### src/rtl/ospi_host_ctrl.sv
// x8 SDR OSPI host: serialises read/program/erase requests into
// command/address/dummy/data beats of two clk cycles each.
module ospi_host_ctrl #(
  parameter int WIDTH        = 8,
  parameter int ADDR_BYTES   = 1,
  parameter int DUMMY_CYCLES = 4,
  parameter int CS_HIGH_MIN  = 2
) (
  input  logic                    clk,
  input  logic                    reset,
  input  logic                    req_valid,
  output logic                    req_ready,
  input  logic [1:0]              req_op,
  input  logic [8*ADDR_BYTES-1:0] req_addr,
  input  logic [WIDTH-1:0]        req_data,
  output logic                    rsp_valid,
  output logic [WIDTH-1:0]        rsp_data,
  output logic                    rsp_err,
  output logic                    busy,
  output logic                    OSPI_CLK,
  output logic                    OSPI_CS,
  output logic [WIDTH-1:0]        io_out,
  output logic                    io_oe,
  input  logic [WIDTH-1:0]        io_in
);

  localparam int AW = 8*ADDR_BYTES;
  localparam logic [7:0] GAP_LAST = 8'(CS_HIGH_MIN-1);
  localparam logic [7:0] ADR_LAST = 8'(ADDR_BYTES-1);
  localparam logic [7:0] DUM_LAST = 8'(DUMMY_CYCLES-1);
  localparam logic [1:0] OP_RD = 2'b00;
  localparam logic [1:0] OP_PG = 2'b01;

  typedef enum logic [2:0] {
    IDLE, WREN, WREN_GAP, CMD, ADDR, DUMMY, DATA, GAP
  } state_e;

  state_e           state_q, state_d;
  logic             phase_q, phase_d;
  logic [7:0]       cnt_q, cnt_d;
  logic [1:0]       op_q, op_d;
  logic [AW-1:0]    addr_q, addr_d;
  logic [WIDTH-1:0] data_q, data_d;
  logic [WIDTH-1:0] rsp_data_q, rsp_data_d;
  logic             rsp_valid_q, rsp_valid_d;
  logic             rsp_err_q, rsp_err_d;

  always_ff @(posedge clk) begin
    if (reset) begin
      state_q     <= IDLE;
      phase_q     <= 1'b0;
      cnt_q       <= '0;
      op_q        <= '0;
      addr_q      <= '0;
      data_q      <= '0;
      rsp_data_q  <= '0;
      rsp_valid_q <= 1'b0;
      rsp_err_q   <= 1'b0;
    end else begin
      state_q     <= state_d;
      phase_q     <= phase_d;
      cnt_q       <= cnt_d;
      op_q        <= op_d;
      addr_q      <= addr_d;
      data_q      <= data_d;
      rsp_data_q  <= rsp_data_d;
      rsp_valid_q <= rsp_valid_d;
      rsp_err_q   <= rsp_err_d;
    end
  end

  always_comb begin
    state_d     = state_q;
    phase_d     = 1'b0;
    cnt_d       = cnt_q;
    op_d        = op_q;
    addr_d      = addr_q;
    data_d      = data_q;
    rsp_data_d  = rsp_data_q;
    rsp_valid_d = 1'b0;
    rsp_err_d   = 1'b0;
    unique case (state_q)
      IDLE: if (req_valid) begin
        op_d   = req_op;
        addr_d = req_addr;
        data_d = req_data;
        cnt_d  = '0;
        case (req_op)
          2'b00:        state_d = CMD;
          2'b01, 2'b10: state_d = WREN;
          default: begin
            // illegal op: single response cycle, no pin activity
            state_d     = GAP;
            cnt_d       = GAP_LAST;
            rsp_valid_d = 1'b1;
            rsp_err_d   = 1'b1;
          end
        endcase
      end
      WREN: begin
        phase_d = !phase_q;
        if (phase_q) begin
          state_d = WREN_GAP;
          cnt_d   = '0;
        end
      end
      WREN_GAP: begin
        if (cnt_q == GAP_LAST) begin
          state_d = CMD;
          cnt_d   = '0;
        end else begin
          cnt_d = cnt_q + 8'd1;
        end
      end
      CMD: begin
        phase_d = !phase_q;
        if (phase_q) begin
          state_d = ADDR;
          cnt_d   = '0;
        end
      end
      ADDR: begin
        phase_d = !phase_q;
        if (phase_q) begin
          addr_d = addr_q << 8;
          if (cnt_q == ADR_LAST) begin
            cnt_d = '0;
            case (op_q)
              OP_RD:   state_d = (DUMMY_CYCLES > 0) ? DUMMY : DATA;
              OP_PG:   state_d = DATA;
              default: begin
                state_d     = GAP;
                rsp_valid_d = 1'b1;
              end
            endcase
          end else begin
            cnt_d = cnt_q + 8'd1;
          end
        end
      end
      DUMMY: begin
        phase_d = !phase_q;
        if (phase_q) begin
          if (cnt_q == DUM_LAST) begin
            state_d = DATA;
            cnt_d   = '0;
          end else begin
            cnt_d = cnt_q + 8'd1;
          end
        end
      end
      DATA: begin
        phase_d = !phase_q;
        if (phase_q) begin
          if (op_q == OP_RD) rsp_data_d = io_in;
          state_d     = GAP;
          cnt_d       = '0;
          rsp_valid_d = 1'b1;
        end
      end
      GAP: begin
        if (cnt_q == GAP_LAST) state_d = IDLE;
        else cnt_d = cnt_q + 8'd1;
      end
      default: state_d = IDLE;
    endcase
  end

  always_comb begin
    OSPI_CS = 1'b1;
    io_oe   = 1'b0;
    io_out  = '0;
    unique case (state_q)
      WREN: begin
        OSPI_CS = 1'b0;
        io_oe   = 1'b1;
        io_out  = WIDTH'(8'h06);
      end
      CMD: begin
        OSPI_CS = 1'b0;
        io_oe   = 1'b1;
        case (op_q)
          OP_RD:   io_out = WIDTH'(8'h03);
          OP_PG:   io_out = WIDTH'(8'h02);
          default: io_out = WIDTH'(8'h20);
        endcase
      end
      ADDR: begin
        OSPI_CS = 1'b0;
        io_oe   = 1'b1;
        io_out  = WIDTH'(addr_q[AW-1 -: 8]);
      end
      DUMMY: OSPI_CS = 1'b0;
      DATA: begin
        OSPI_CS = 1'b0;
        if (op_q == OP_PG) begin
          io_oe  = 1'b1;
          io_out = data_q;
        end
      end
      default: ;
    endcase
    OSPI_CLK = !OSPI_CS && phase_q;
  end

  assign req_ready = (state_q == IDLE) && !reset;
  assign busy      = (state_q != IDLE);
  assign rsp_valid = rsp_valid_q;
  assign rsp_err   = rsp_err_q;
  assign rsp_data  = rsp_data_q;

endmodule

### config.mk
export PLATFORM = sky130hd
export DESIGN_NAME = ospi_host_ctrl
export DESIGN_NICKNAME = d
export VERILOG_FILES = /design/src/rtl/ospi_host_ctrl.sv
export SDC_FILE = /design/constraint.sdc
export NUM_CORES = 1
export LEC_CHECK = 0
export ABC_AREA = 1
export CORE_MARGIN = 3
export CORE_UTILIZATION = 52
export CTS_CLUSTER_DIAMETER = 80
export DETAILED_ROUTE_END_ITERATION = 6
export PLACE_DENSITY = 0.84
export SYNTH_ARGS = -nofsm -noshare
export SYNTH_HDL_FRONTEND = slang
export SYNTH_SLANG_ARGS = --single-unit
### constraint.sdc
create_clock -name clk -period 4.2 [get_ports clk]
set_clock_uncertainty 0.1 [all_clocks]
set_input_delay 0.84 -clock clk [delete_from_list [all_inputs] [get_ports clk]]
set_output_delay 0.84 -clock clk [all_outputs]
set_load 0.01 [all_outputs]
==> impl_metrics.py <==
metrics = {
    "status": {
        "outcome": "complete, no violations",
    },
    "synthesis": {
        "synth_cell_types": 27,
        "synth-edff-count": 0,
        "muxShareOfSynthArea_pct": 0,
        "synth_compound_area_share_pct": 18.14,
        "ys_top_cells_by_count": "nor2_1, nand2_1, dfxtp_1, inv_1, o21ai_0",
        "yosys-top-cells-area": "dfxtp_1, nor2_1, nand2_1",
        "yosysWarnings": 0,
        "synth-xor-area-share_pct": 0,
        "yosysMostFrequentCell": "nor2_1",
        "synth_ff_type": "dfxtp_1",
        "synth_top_area_share_pct": 39.90,
        "synth_top_family_by_area": "simple AND/OR/NAND/NOR gates",
        "syn_area_per_cell_sq_um": 6.873,
        "synthCells": 292,
        "synthArstFlopShare_pct": 0,
        "ys_seq_area_share_pct": 39.90,
        "synth_top_area_cell": "dfxtp_1",
        "synth-simple-area-share_pct": 30.11,
        "synth_fa_ha_area_share_pct": 2.494,
        "synth_nets": 325,
        "ys_ff_latch": 40,
        "netlist_area_sq_um": 2007,
    },
    "drt": {
        "first_iter_violations": 170,
        "antenna_left": 0,
        "viasPerCell": 5.316,
        "wl_mm": 4.941,
        "first_pass_iters": 4,
        "wl_per_cell_microns": 12.70,
        "vias": 2068,
        "drc_errors": 0,
    },
    "run": {
        "drv_cap": 0,
    },
    "clock_network": {
        "cts-root-buf": "clkbuf_8",
        "post_cts_buffers": 0,
        "cts_sinks": 40,
        "cts.htree.levels": 2,
        "ctsResizeCount": 0,
        "cts_hold_buf": 0,
        "cts_buffers": 5,
        "clockBufferDepth": 2,
        "path_clk_slew_ns": 0.07,
        "clk_latency_ns": 0.29,
        "cts_tree": "yes",
    },
    "timing": {
        "drv_slew": 0,
        "rsz0062_at_grt": "false",
        "setup-violations-final": 0,
        "timing.slew.headroom_pct": 62.59,
        "fmax_ghz": 0.3182,
        "hold_violations": 0,
        "tightest_slew_ns": 0.5605,
        "setup_tns_ns": 0,
        "period_needed_ns": 3.143,
        "fin_crit_sh_pct": 74.83,
    },
    "layout": {
        "drive_above_1_share_pct": 8.163,
        "layout.nets": 376,
        "area_growth_pct": 30.80,
        "nFillCells": 299,
        "multi_input_area_sq_um": 1018,
        "num_antenna_cells": 0,
        "regArea_sq_um": 800.8,
    },
    "placement": {
        "dp_hpwl_mm": 3.776,
        "portBuffers": 51,
        "gp_congestion": 0.8851,
    },
    "setup_path": {
        "crit_arrival_ns": 2.20,
        "path_max_fanout": 13,
        "startpoint_type": "flop",
        "critPathKind": "flop to output port",
        "cp-end-kind": "output port",
        "required_ns": 3.26,
        "r2r_cells": 8,
    },
    "die": {
        "io_pins": 52,
        "die_x_microns": 68.13,
        "rows": 21,
        "die-area_sq_um": 4641,
        "start_util_pct": 57.00,
        "core_area_sq_um": 3521,
        "die_h_microns": 68.13,
    },
    "hold_path": {
        "min_path_cells": 2,
        "min_path_type": "flop to flop",
    },
    "global_routing": {
        "first_global_vias": 1760,
        "grt_start_max_net_pins": 21,
        "grt.total_usage_pct": 22.64,
        "grt_pass1_wl_mm": 8.004,
        "grt-ovfl-total": 0,
        "antenna_found_initial": 0,
    },
    "pwr": {
        "power_density_nw_per_um2": 564.9,
        "ir_drop_uv": 377.2,
        "leakage_nw": 1.052,
        "power_w": 0.001483,
    },
}
[critical path, stage by stage, from the launching register on]
cell	delay [ns]
dfxtp_1	0.49
nand2_1	0.14
nor2_2	0.46
nand2_1	0.12
o221ai_1	0.12
clkdlybuf4s50_1	0.58
[path summary, 6_finish.rpt]
path,from,to,slack [ns]
min,data_q[6],data_q[6],0.35
max reg2reg,state_q[2],cnt_q[3],2.21
max,state_q[2],io_out[2],1.06
min reg2reg,data_q[6],data_q[6],0.35
[cells by family after synthesis]
group                      count (synthesis)
AOI/OAI and AO/OA                         64
adders and majority gates                  4
buffers and inverters                     48
DFF                                       40
and+or+nand+nor                          136
[per-layer routing]
metal	vias up	wire length, microns	track usage, %
li1	1044	-	-
met1	946	2207	30.95
met4	0	59	7.196
met5	-	0	0
met3	7	342	4.598
met2	71	2332	35.62
[layout by cell type, fill, tap and decap left out, drive strengths merged, types with 2 or more instances in the layout]
cell	count
ha	4
clkbuf	6
o21ai	35
a22oi	7
a21oi	16
nand3	16
o221ai	3
nand2	52
inv	40
dfxtp	40
nor2	63
clkdlybuf4s50	51
nand4	2
nor3	2
[sequential cells by signal, indices dropped and copies added (netlist names)]
register and count:
op_q 2, rsp_valid 1, data_q 8, rsp_data 8, addr_q 8, phase_q 1, cnt_q 8, state_q 3
rsp_err 1
[stage by stage]
| stage | hold slack (ns) | util, % | worst slack (ns) | instances | area (sq um) |
|---|---|---|---|---|---|
| 6_report | 0.3531 | 74.56 | 1.057 | 389 | 2625 |
| 5_1_grt | 0.3765 | 74.56 | 0.9037 | 389 | 2625 |
| 4_1_cts | 0.3550 | 74.56 | 1.065 | 389 | 2625 |
| 3_5_place_dp | 0.3450 | 72.35 | 1.155 | 382 | 2547 |
| 3_3_place_gp | 0.3371 | 72.35 | 1.146 | 382 | 2547 |
| 2_1_floorplan | 0.3245 | - | 1.773 | 292 | 2007 |
[cell type report]
type / count / area share (%)
multi-input cells: 204 / 38.80
flip-flops and latches: 40 / 30.51
repair buffers: 52 / 19.73
inverters: 40 / 5.815
clock buffers: 6 / 2.765
well taps: 46 / 2.193
clock inverters: 1 / 0.1907
[power breakdown]
group / internal (W) / switching (W) / total [W]
clock network: 0.000113 / 0.000122 / 0.000235
logic: 0.000277 / 0.000453 / 0.000730
registers: 0.000453 / 0.0000647 / 0.000517
Note: power is estimated with default switching activity, not from simulation.
